## config.mk

```make
export PLATFORM = sky130hd
export DESIGN_NAME = core_instr_issuer_flat
export DESIGN_NICKNAME = d
export VERILOG_FILES = /design/src/rtl/core_instr_issuer_if.sv /design/src/rtl/core_instr_issuer.sv /design/src/flat_wrapper.sv
export SDC_FILE = /design/constraint.sdc
export NUM_CORES = 1
export LEC_CHECK = 0
export CORE_MARGIN = 2
export CORE_UTILIZATION = 25
export CTS_CLUSTER_SIZE = 40
export DETAILED_ROUTE_END_ITERATION = 12
export GPL_TIMING_DRIVEN = 0
export PLACE_DENSITY = 0.49
export SLEW_MARGIN = 30
export SYNTH_ARGS = -nofsm -noshare
export SYNTH_HDL_FRONTEND = slang
export SYNTH_SLANG_ARGS = --single-unit
```

## constraint.sdc

```tcl
create_clock -name clk -period 4.3 [get_ports clk]
set_clock_uncertainty 0.15 [all_clocks]
set_input_delay 0.86 -clock clk [delete_from_list [all_inputs] [get_ports clk]]
set_output_delay 0.86 -clock clk [all_outputs]
set_load 0.05 [all_outputs]
```

## src/rtl/core_instr_issuer_if.sv

```systemverilog
// Host/ROM/core-facing signal bundle for core_instr_issuer.
// The master side is the host plus program ROM; the slave side is the issuer.
interface core_instr_issuer_if #(
  parameter int unsigned INSTRUCTION_WIDTH = 15,
  parameter int unsigned PC_WIDTH          = 8
);
  logic                         start;
  logic [PC_WIDTH-1:0]          prog_len;
  logic                         stall;
  logic [PC_WIDTH-1:0]          rom_addr;
  logic [INSTRUCTION_WIDTH-1:0] rom_data;
  logic [INSTRUCTION_WIDTH-1:0] instruction;
  logic                         issue_valid;
  logic [PC_WIDTH-1:0]          pc;
  logic                         busy;
  logic                         done;

  modport master (
    output start, prog_len, stall, rom_data,
    input  rom_addr, instruction, issue_valid, pc, busy, done
  );

  modport slave (
    input  start, prog_len, stall, rom_data,
    output rom_addr, instruction, issue_valid, pc, busy, done
  );
endinterface

```

## src/rtl/core_instr_issuer.sv

```systemverilog
// Issues prog_len words from a synchronous program ROM to the core's instruction
// port, each held HOLD_CYCLES clocks, parking the port on NOP_INSTR otherwise.
module core_instr_issuer #(
  parameter int unsigned                  INSTRUCTION_WIDTH = 15,
  parameter int unsigned                  PC_WIDTH          = 8,
  parameter int unsigned                  HOLD_CYCLES       = 2,
  parameter logic [INSTRUCTION_WIDTH-1:0] NOP_INSTR         = 15'h42C0
) (
  input logic               clk,
  input logic               reset,
  core_instr_issuer_if.slave bus
);

  localparam int unsigned HW = (HOLD_CYCLES > 1) ? $clog2(HOLD_CYCLES) : 1;
  localparam logic [HW-1:0] HOLD_LAST = HW'(HOLD_CYCLES - 1);

  typedef enum logic [2:0] {
    S_IDLE,
    S_FETCH,
    S_LOAD,
    S_ISSUE,
    S_DRAIN
  } state_e;

  state_e                       state_q;
  logic [PC_WIDTH-1:0]          pc_q;
  logic [PC_WIDTH-1:0]          len_q;
  logic [HW-1:0]                hold_q;
  logic [INSTRUCTION_WIDTH-1:0] instr_q;
  logic                         valid_q;
  logic                         busy_q;
  logic                         done_q;

  always_ff @(posedge clk) begin
    if (reset) begin
      state_q <= S_IDLE;
      pc_q    <= '0;
      len_q   <= '0;
      hold_q  <= '0;
      instr_q <= NOP_INSTR;
      valid_q <= 1'b0;
      busy_q  <= 1'b0;
      done_q  <= 1'b0;
    end else begin
      case (state_q)
        S_IDLE: begin
          done_q <= 1'b0;
          busy_q <= 1'b0;
          if (bus.start) begin
            busy_q <= 1'b1;
            if (bus.prog_len != '0) begin
              len_q   <= bus.prog_len;
              pc_q    <= '0;
              state_q <= S_FETCH;
            end else begin
              // Empty program: report completion without touching pc/len.
              done_q  <= 1'b1;
              state_q <= S_DRAIN;
            end
          end
        end
        S_FETCH: state_q <= S_LOAD;
        S_LOAD: begin
          instr_q <= bus.rom_data;
          valid_q <= 1'b1;
          hold_q  <= '0;
          state_q <= S_ISSUE;
        end
        S_ISSUE: begin
          if (!bus.stall) begin
            if (hold_q == HOLD_LAST) begin
              instr_q <= NOP_INSTR;
              valid_q <= 1'b0;
              if (pc_q == len_q - PC_WIDTH'(1)) begin
                done_q  <= 1'b1;
                state_q <= S_DRAIN;
              end else begin
                pc_q    <= pc_q + PC_WIDTH'(1);
                state_q <= S_FETCH;
              end
            end else begin
              hold_q <= hold_q + HW'(1);
            end
          end
        end
        S_DRAIN: begin
          done_q  <= 1'b0;
          busy_q  <= 1'b0;
          state_q <= S_IDLE;
        end
        default: state_q <= S_IDLE;
      endcase
    end
  end

  assign bus.rom_addr    = pc_q;
  assign bus.pc          = pc_q;
  assign bus.instruction = instr_q;
  assign bus.issue_valid = valid_q;
  assign bus.busy        = busy_q;
  assign bus.done        = done_q;

endmodule

```

## src/flat_wrapper.sv

```systemverilog
// flat-port wrapper written by rule: the top's interface ports become plain ports
module core_instr_issuer_flat 
#(
  parameter int unsigned                  INSTRUCTION_WIDTH = 15,
  parameter int unsigned                  PC_WIDTH          = 8,
  parameter int unsigned                  HOLD_CYCLES       = 2,
  parameter logic [INSTRUCTION_WIDTH-1:0] NOP_INSTR         = 15'h42C0
)
  (clk, reset, bus_start, bus_prog_len, bus_stall, bus_rom_data, bus_rom_addr, bus_instruction, bus_issue_valid, bus_pc, bus_busy, bus_done);
  core_instr_issuer_if #(.INSTRUCTION_WIDTH(INSTRUCTION_WIDTH), .PC_WIDTH(PC_WIDTH)) bus_i ();
  input logic clk;
  input logic reset;
  input wire logic [$bits(bus_i.start)-1:0] bus_start;
  input wire logic [$bits(bus_i.prog_len)-1:0] bus_prog_len;
  input wire logic [$bits(bus_i.stall)-1:0] bus_stall;
  input wire logic [$bits(bus_i.rom_data)-1:0] bus_rom_data;
  output wire logic [$bits(bus_i.rom_addr)-1:0] bus_rom_addr;
  output wire logic [$bits(bus_i.instruction)-1:0] bus_instruction;
  output wire logic [$bits(bus_i.issue_valid)-1:0] bus_issue_valid;
  output wire logic [$bits(bus_i.pc)-1:0] bus_pc;
  output wire logic [$bits(bus_i.busy)-1:0] bus_busy;
  output wire logic [$bits(bus_i.done)-1:0] bus_done;
  assign bus_i.start = bus_start;
  assign bus_i.prog_len = bus_prog_len;
  assign bus_i.stall = bus_stall;
  assign bus_i.rom_data = bus_rom_data;
  assign bus_rom_addr = bus_i.rom_addr;
  assign bus_instruction = bus_i.instruction;
  assign bus_issue_valid = bus_i.issue_valid;
  assign bus_pc = bus_i.pc;
  assign bus_busy = bus_i.busy;
  assign bus_done = bus_i.done;
  core_instr_issuer #(.INSTRUCTION_WIDTH(INSTRUCTION_WIDTH), .PC_WIDTH(PC_WIDTH), .HOLD_CYCLES(HOLD_CYCLES), .NOP_INSTR(NOP_INSTR)) u_core (.clk(clk), .reset(reset), .bus(bus_i));
endmodule
```

==> metrics.cfg, run 1 <==
[status]
status=finished clean

[worst_setup_path]
timing.critical_path.buf_inv=2
crit_type=primary input to flop
critPathTopFamily=simple AND/OR/NAND/NOR gates
cp_max_fo=10
cp.arrival_ns=3.24
path_cells=clkdlybuf4s50_1 -> or4_1 -> nor2_2 -> nor3_1 -> buf_4 -> or2_1 -> or4_1 -> nand2_1
cp_data_required_time_ns=4.39
r2r_end=u_core.bus.pc[1]
r2r.worst_path.cells=9
cp-end-kind=flop
start_kind=primary input
cpMostUsedCell=or4_1
max_stage_delay_ns=0.56
cp_slowest_cell=or4_1
worstReg2RegStart=u_core.len_q[0]
r2r_slack_ns=1.52

[timing]
worst_slack_ns=1.15
rsz0062_at_grt=no
timing.final.crit_period_ns=3.15
finalSetupTns_ns=0
maxSlewViolCount=0
timing.final.crit_share_pct=73.3
tightest_slew_ns=0.561
max_freq_ghz=0.317
relSlewSlack_pct=62.6
setup_viol=0
hold_violations=0
holdWs_ns=0.330

[final_layout]
mostFrequentLayoutCell=clkdlybuf4s50_1
fin_area_sq_um=2760
mostFrequentLayoutCells=clkdlybuf4s50_1, dfxtp_1, nor2_1
final_net_count=315
layout-drive-gt1-share_pct=12.5
n_antenna_cell=0
syn2layout_area_growth_pct=41.7
nFillCells=791

[clock_network]
insertion_delay_ns=0.29
cts.sinks=38
cts_tree=done
cts_root_buf=clkbuf_8
htreeDepth=2
postCtsSetupBuffers=0
numCtsBuffers=5
cts_resized=0
path_clk_slew_ns=0.08
postCtsHoldBufs=0
max-clock-path-buffers=2

[route]
first_pass_iters=4
wl_um=5010
drt_iter0_markers=68
wl_per_cell_um=12.9
drt-vias-per-instance=4.67
vias=1818
detail-route-antenna-nets=0
drc_errors=0

[worst_hold_path]
min_from=u_core.bus.issue_valid
hp-class=flop to flop
whs_path_depth=2
min_to=u_core.bus.issue_valid

[placed_design]
io_buffer_count=59
dp_hpwl_um=3740
gp_congestion=0.730
postPlaceCellArea_sq_um=2670
dp_slack_ns=0.844

[global_routing]
grt_pass1_wl_um=8570
grt_max_degree=13
grt-ovfl-total=0
antenna_found_initial=0
grt_pass1_vias=1848
grtUsageTotal_pct=12.4

[synthesis]
synthFlopType=dfxtp_1
async_reset_ff_share_pct=0
syn_nets=249
synthDistinctLibCells=53
avgSynthCellArea_sq_um=8.86
synth_edf_count=0
syn_area_sq_um=1950
syn_inst=220
yosys_register_bits=38
seq_area_frac_synth_pct=39.0
yosysWarnings=0

[floorplan]
dieWidth_um=92.3
num_rows=32
initial_utilization_pct=25.5
die_h_um=92.3
dieArea_sq_um=8510
core_area_sq_um=7650
io_pins=61

[pwr]
p_leak_nw=0.980
power_density_nw_per_um2=304
vdd_ir_drop_max_uv=176

[run]
max-cap-violations=0

flip-flops by register name (all words and copies together) (netlist names):
signal	flops
u_core.len_q	8
u_core.bus.busy	1
u_core.bus.instruction	15
u_core.bus.pc	8
u_core.bus.issue_valid	1
u_core.state_q	3
u_core.hold_q	1
u_core.bus.done	1
cells in the mapped netlist (4+ instances only):
cell       n  area (sq um)
or4_1      5          37.5
o22ai_1    5          31.3
clkbuf_1   8          30.0
nor3_1     6          30.0
a22oi_1   11          82.6
nand4_1    4          25.0
xnor2_1    5          43.8
dfxtp_1   38           761
nand2_1   10          37.5
nor2_1    30           113
buf_4     10          75.1
a21oi_1   10          50.1
mux2i_1    7          70.1
nand2b_1  10          62.6
inv_1      5          18.8
worst reg2reg max path, cell delays in order, from the launching register on:
cell and delay (ns):
dfxtp_1 0.45, inv_1 0.07, ha_1 0.26, xnor2_1 0.15, a211o_1 0.30, or4b_1 0.53
a211oi_2 0.34, buf_6 0.20, nor2b_2 0.06, o32ai_2 0.18
worst max path at each step:
stage                          from          endpoint  slack [ns]  cells past startpoint
global placement    bus_prog_len[6]  u_core.bus.pc[3]        0.84                      8
floorplan           bus_prog_len[6]  u_core.bus.pc[3]        1.48                      7
CTS                 bus_prog_len[6]  u_core.bus.pc[3]        1.14                      8
global route        bus_prog_len[6]  u_core.bus.pc[3]        1.07                      8
finish              bus_prog_len[6]  u_core.bus.pc[3]        1.15                      8
detailed placement  bus_prog_len[6]  u_core.bus.pc[3]        0.84                      8
report_power, final:
part	total, mW	switching, mW	internal [mW]
Combinational	0.193	0.109	0.0839
Clock	0.262	0.133	0.129
Sequential	0.385	0.0156	0.369
layer usage:
metal / vias to the layer above / track usage, % / routed length [um]
li1: 927 / - / -
met1: 826 / 15.9 / 2420
met2: 61 / 20.2 / 2180
met3: 4 / 3.86 / 363
met4: 0 / 3.36 / 47
met5: - / 0 / 0
metrics by stage:
stage               total power, mW  std cells  util (%)
finish                        0.839        389      36.1
global route                  0.887        389      36.1
CTS                           0.854        389      36.1
detailed placement            0.586        381      34.9
global placement              0.586        381      34.9
floorplan                     0.519        220         -
kinds of logic (layout without fill, tap and decap cells):
group / count (synthesis) / in the layout / share of synthesized area [%]
muxes: 7 / 7 / 3.60
and+or+nand+nor: 90 / 90 / 26.3
DFF: 38 / 38 / 39.0
buffers and inverters: 25 / 92 / 7.19
adders and majority gates: 2 / 2 / 1.28
xor gates and xnor gates: 8 / 8 / 3.60
AOI/OAI and AO/OA: 50 / 50 / 18.9
area by class of cell:
cell class,count,area [sq um],area share [%]
plain buffers,20,121,4.40
clock buffers,6,82.6,2.99
clock inverters,2,12.5,0.453
inverters,5,18.8,0.680
multi-input cells,157,1050,37.9
flip-flops and latches,38,761,27.5
well taps,102,128,4.62
repair buffers,59,591,21.4
Note: power is estimated with default switching activity, not from simulation.
==> inputs of run 2 (changes only) <==
==> constraint.sdc (replaced) <==
create_clock -name clk -period 3 [get_ports clk]
set_clock_uncertainty 0.15 [all_clocks]
set_input_delay 0.6 -clock clk [delete_from_list [all_inputs] [get_ports clk]]
set_output_delay 0.6 -clock clk [all_outputs]
set_load 0.05 [all_outputs]
==> results of run 2 <==
The final DEF is identical to that of run 1. Status: finished clean.
Main changes from that run: setup slack after placement 0.844 ns -> -0.196 ns; setup slack after layout 1.15 ns -> 0.108 ns; register-to-register setup slack 1.52 ns -> 0.22 ns; total power 0.839 mW -> 1.20 mW; worst IR drop on VDD 176 uV -> 252 uV
